## config.mk

```make
export PLATFORM = sky130hd
export DESIGN_NAME = vec_mac_pe
export DESIGN_NICKNAME = d
export VERILOG_FILES = /design/src/rtl/vec_mac_pe.sv
export SDC_FILE = /design/constraint.sdc
export NUM_CORES = 2
export LEC_CHECK = 0
export BUFFER_PORTS_ARGS = -buffer_cell sky130_fd_sc_hd__buf_2
export CORE_ASPECT_RATIO = 1.1
export CORE_MARGIN = 2
export CORE_UTILIZATION = 52
export CTS_CLUSTER_SIZE = 20
export DETAILED_ROUTE_END_ITERATION = 10
export HOLD_SLACK_MARGIN = 0.15
export PLACE_DENSITY = 0.69
export SETUP_SLACK_MARGIN = 0.3
export SYNTH_ARGS = -nofsm -noshare
export SYNTH_HDL_FRONTEND = slang
export SYNTH_SLANG_ARGS = --single-unit
```

## constraint.sdc

```tcl
create_clock -name clk -period 8.2 [get_ports clk]
set_input_delay 1.64 -clock clk [delete_from_list [all_inputs] [get_ports clk]]
set_output_delay 1.64 -clock clk [all_outputs]
set_load 0.02 [all_outputs]
```

## src/rtl/vec_mac_pe.sv

```systemverilog
// ============================================================================
// vec_mac_pe : LANES-wide signed multiply-accumulate PE with a 2-stage pipeline
// Optional clamp-on-overflow arithmetic with sticky sat_o: VEC_MAC_PE_SAT_EN
// Rev 1.0
// ============================================================================
`timescale 1ns/1ps
`default_nettype none

module vec_mac_pe #(
  parameter int LANES = 4,
  parameter int DW    = 16,
  parameter int AW    = 40
) (
  input  logic                  clk,
  input  logic                  rst_n,
  input  logic [LANES*DW-1:0]   neuron,
  input  logic [LANES*DW-1:0]   weight,
  input  logic [1:0]            ctl,
  input  logic                  vld_i,
  output logic                  rdy_o,
  output logic [AW-1:0]         result,
  output logic                  vld_o,
  input  logic                  rdy_i
`ifdef VEC_MAC_PE_SAT_EN
  ,output logic                 sat_o
`endif
);

  localparam int PW = 2 * DW;

  if (LANES < 1 || LANES > 16) begin : g_bad_lanes
    $error("vec_mac_pe: LANES must be in 1..16");
  end
  if (AW < 2 * DW + $clog2(LANES)) begin : g_bad_aw
    $error("vec_mac_pe: AW too narrow for LANES full-precision products");
  end

  logic                 r_s1_vld;
  logic [1:0]           r_s1_ctl;
  logic signed [PW-1:0] r_prod [LANES];
  logic signed [PW-1:0] w_prod [LANES];
  logic signed [AW-1:0] w_tree;
  logic signed [AW-1:0] w_acc_next;
  logic signed [AW-1:0] r_acc;
  logic signed [AW-1:0] r_result;
  logic                 r_vld;
  logic                 w_load;

  // A held output blocks the whole pipeline; otherwise everything advances.
  assign rdy_o  = !r_vld | rdy_i;
  assign w_load = r_s1_vld & r_s1_ctl[1];

  for (genvar i = 0; i < LANES; i++) begin : g_lane
    assign w_prod[i] = PW'($signed(neuron[i*DW +: DW])) * PW'($signed(weight[i*DW +: DW]));
  end

  always_ff @(posedge clk or negedge rst_n) begin
    if (!rst_n) begin
      r_s1_vld <= 1'b0;
      r_s1_ctl <= 2'b00;
      for (int i = 0; i < LANES; i++) r_prod[i] <= '0;
    end else if (rdy_o) begin
      r_s1_vld <= vld_i;
      if (vld_i) begin
        r_s1_ctl <= ctl;
        for (int i = 0; i < LANES; i++) r_prod[i] <= w_prod[i];
      end
    end
  end

  always_comb begin
    w_tree = '0;
    for (int i = 0; i < LANES; i++) w_tree = w_tree + AW'(r_prod[i]);
  end

`ifdef VEC_MAC_PE_SAT_EN
  localparam logic signed [AW-1:0] c_acc_max = {1'b0, {(AW-1){1'b1}}};
  localparam logic signed [AW-1:0] c_acc_min = {1'b1, {(AW-1){1'b0}}};

  logic signed [AW:0] w_sum_wide;
  logic               w_clamp;
  logic               w_flag_next;
  logic               r_sat_flag;
  logic               r_sat;

  // One guard bit exposes overflow of acc + tree before it wraps.
  assign w_sum_wide = (AW+1)'(r_acc) + (AW+1)'(w_tree);

  always_comb begin
    w_clamp    = 1'b0;
    w_acc_next = w_sum_wide[AW-1:0];
    if (r_s1_ctl[0]) begin
      w_acc_next = w_tree;
    end else if (w_sum_wide[AW] != w_sum_wide[AW-1]) begin
      w_clamp    = 1'b1;
      w_acc_next = w_sum_wide[AW] ? c_acc_min : c_acc_max;
    end
  end

  assign w_flag_next = (r_s1_ctl[0] ? 1'b0 : r_sat_flag) | w_clamp;

  always_ff @(posedge clk or negedge rst_n) begin
    if (!rst_n) begin
      r_sat_flag <= 1'b0;
      r_sat      <= 1'b0;
    end else if (rdy_o && r_s1_vld) begin
      r_sat_flag <= w_flag_next;
      if (r_s1_ctl[1]) r_sat <= w_flag_next;
    end
  end

  assign sat_o = r_sat;
`else
  assign w_acc_next = r_s1_ctl[0] ? w_tree : r_acc + w_tree;
`endif

  always_ff @(posedge clk or negedge rst_n) begin
    if (!rst_n) begin
      r_acc    <= '0;
      r_result <= '0;
      r_vld    <= 1'b0;
    end else if (rdy_o) begin
      if (r_s1_vld) r_acc <= w_acc_next;
      if (w_load) r_result <= w_acc_next;
      r_vld <= w_load;
    end
  end

  assign result = r_result;
  assign vld_o  = r_vld;

endmodule

`default_nettype wire

```

==> flow_metrics.env <==
export IMPL_outcome="finished, final reports clean"
export IMPL_dieArea_mm2=0.1038
export IMPL_die_height_um=337.6
export IMPL_netlist_top_cell_by_area="fa_1"
export IMPL_postCtsSetupBuffers=0
export IMPL_grt_remaining_overflow=0
export IMPL_grt_antenna_before_repair=1
export IMPL_globalplace_congestion=0.9031
export IMPL_yosysTopAreaCellShare=0.4238
export IMPL_cp_arrival_ns=7.84
export IMPL_post_route_min_period_ns=7.418
export IMPL_yosysSeqAreaShare=0.1008
export IMPL_clk_pin_slew_ns=0.06
export IMPL_track_usage=0.2536
export IMPL_drc_errors=0
export IMPL_cts_made_buffers=24
export IMPL_fmax_mhz=134.8
export IMPL_fin_setup_tns_ns=0
export IMPL_wire_length_on_met3_mm=6.299
export IMPL_postRouteWirelength_mm=125.9
export IMPL_row_count=122
export IMPL_post_synthesis_cell_count=5835
export IMPL_clockBufferDepth=3
export IMPL_wire_per_inst_um=17.53
export IMPL_worst_setup_path_end_kind="flop"
export IMPL_grt_pass1_wl_mm=211.3
export IMPL_cts_max_level=1
export IMPL_cts_resized=0
export IMPL_topRoutingLayerUsed="met5"
export IMPL_largest_net_degree_at_the_start_of_global_routing=88
export IMPL_max_cap_violations=0
export IMPL_final_setup_skew_ns=0.01906
export IMPL_detailedRoute_firstPassIterationCount=6
export IMPL_synth_area_mm2=0.05262
export IMPL_first_global_vias=41090
export IMPL_postRouteAntennaNets=0
export IMPL_path_class="input pin to flop"
export IMPL_drt_initial_drc_count=2279
export IMPL_worst_slew_pin_transition_ns=0.9675
export IMPL_postSynthNetCount=7491
export IMPL_pin_count=176
export IMPL_detailroute_wirelength_met2_mm=63.64
export IMPL_fin_nets=7521
export IMPL_report_final_setup_viol=0
export IMPL_ys_dominant_reg_cell="dfrtp_1"
export IMPL_synth_seq_cells=212
export IMPL_hold_path_class="flop to flop"
export IMPL_async_reset_ff_frac=1.000
export IMPL_io_buffer_count=175
export IMPL_rsz0062_at_grt="false"
export IMPL_slew_violations=0
export IMPL_maxSlewHeadroom=0.3550
export IMPL_ys_top_cells_by_area="fa_1 42%, dfrtp_1 10%, inv_1 10%"
export IMPL_timing_hold_violations_final=0
export IMPL_dp_cells=7141
export IMPL_cp_start_kind="input pin"
export IMPL_cts_num_sinks=212
export IMPL_hold_buffers=0
export IMPL_yosysWarningCount=0
export IMPL_critPathRequiredTime_ns=8.62
export IMPL_critPathMaxFanout=16
export IMPL_die_w_um=307.3
export IMPL_dp_hpwl_mm=104.0
export IMPL_syn_to_layout_area_delta_pct=5.421
export IMPL_floorplan_initialDensity=0.5239
export IMPL_viasPerCell=5.360
export IMPL_ys_types=81
export IMPL_synth_edf_count=0
export IMPL_design_core_area_mm2=0.1004
export IMPL_drive_gt1_frac=0.05067
export IMPL_vias=38500
export IMPL_num_antenna_cells=0
export IMPL_ctsRootBufferMaster="clkbuf_16"
export IMPL_post_layout_nonfiller_instances=7183
export IMPL_post_synth_cell_area_avg_um2=9.019
export IMPL_cts_tree="done"
export IMPL_timing_final_crit_share=0.9047
export IMPL_m1WireLength_mm=52.93
export IMPL_insertion_delay_ns=0.55
worst paths after layout:
| kind | startpoint | endpoint | slack [ns] | cells after the start |
|---|---|---|---|---|
| max | neuron[42] | r_prod[62] | 0.78 | 22 |
| min in group asynchronous | rst_n | r_prod[68] | 1.10 | 1 |
| min | result[3] | result[3] | 0.48 | 2 |
| min reg2reg | result[3] | result[3] | 0.48 | 2 |
| max in group asynchronous | rst_n | r_prod[62] | 5.73 | 2 |
| max reg2reg | r_prod[0] | result[38] | 1.63 | 24 |
layout make-up:
cell class	instances	area (um^2)
clock buffer	32	680.7
clock inverter	10	200.2
fill	9124	44960
inverter	1395	5236
multi-input combinational	4030	41340
sequential	212	5306
tap	1302	1629
timing repair buffer	202	1089
metal layers:
metal	track usage	vias up
met1	0.3419	19650
li1	-	17560
met3	0.01893	199
met5	0	-
met2	0.4479	1086
met4	0.05916	2
cells in the final DEF, fill, tap and decap left out, drive strengths merged, types with 5 or more instances in the layout:
| cell | n |
|---|---|
| nor2 | 133 |
| mux2 | 22 |
| bufinv | 5 |
| a211oi | 27 |
| dfrtp | 212 |
| a21oi | 155 |
| xnor2 | 128 |
| xor2 | 74 |
| buf | 202 |
| inv | 1397 |
| nand3 | 26 |
| nand2b | 44 |
| a221oi | 5 |
| o21bai | 21 |
| nand4 | 12 |
| o21a | 16 |
| nand2 | 806 |
| o211ai | 15 |
| o21ai | 282 |
| nor3 | 28 |
| nor2b | 11 |
| a41oi | 5 |
| o31ai | 12 |
| mux2i | 9 |
| a21boi | 9 |
| fa | 1114 |
| o22ai | 7 |
| clkbuf | 32 |
| and2 | 437 |
| a21o | 88 |
| ha | 408 |
| or3 | 6 |
| nand3b | 5 |
| and3 | 22 |
| or2 | 6 |
| a31oi | 34 |
synth_stat cells, types with 9 or more instances:
master    number
a21oi_1      154
nand4_1       12
mux2_2        20
inv_1       1395
a211oi_1      27
a21boi_0       9
ha_1         408
nand2b_1      44
and3_1        22
a21o_1        87
nor2_1       133
dfrtp_1      212
xnor2_1      128
o21bai_1      21
o211ai_1      12
xor2_1        74
nor2b_1       10
nor3_1        28
clkbuf_1     188
fa_1        1114
o31ai_1       12
o21ai_1       21
nand2_1      805
o21a_1        16
nand3_1       26
o21ai_0      259
and2_1       436
mux2i_1        9
a31oi_1       33
metrics by stage:
step / hold slack, ns / util / setup slack [ns] / cell area (um^2)
6_report: 0.4756 / 0.5523 / 0.7818 / 55480
5_1_grt: 0.5005 / 0.5523 / 0.3791 / 55480
4_1_cts: 0.4819 / 0.5523 / 0.7927 / 55480
3_5_place_dp: 0.4683 / 0.5436 / 0.2522 / 54600
3_3_place_gp: 0.4583 / 0.5436 / 0.3738 / 54600
2_1_floorplan: 0.4453 / - / 0.6412 / 52620
worst max-delay path, cell delays in order:
cell,delay [ns]
buf_2,0.32
nand2_1,0.14
fa_1,0.54
fa_1,0.48
fa_1,0.54
inv_1,0.05
fa_1,0.48
fa_1,0.49
inv_1,0.05
fa_1,0.55
inv_1,0.06
ha_1,0.35
and3_1,0.21
a31oi_1,0.15
o21ai_0,0.11
a21oi_1,0.22
o21ai_0,0.14
a21oi_1,0.30
o21ai_0,0.19
a31oi_1,0.32
o21ba_2,0.18
mux2_2,0.32
sequential cells by signal, summed over array words and instances, names as in the netlist:
signal	flops
r_prod	128
r_s1_vld	1
vld_o	1
result	40
r_acc	40
r_s1_ctl	2
cells by family (layout without fill, tap and decap cells):
kind of cell | Yosys count | after routing | synth area share
compound gates | 722 | 722 | 0.08493
simple gates | 1553 | 1553 | 0.1394
flops | 212 | 212 | 0.1008
buf+inv | 1593 | 1639 | 0.1139
mux | 31 | 31 | 0.006562
fa+ha+maj | 1522 | 1522 | 0.5208
xor+xnor | 202 | 202 | 0.03362
Power is left out: the tool's default activity adds up to more than one toggle a clock period on the data nets, which glitch-free logic cannot reach.
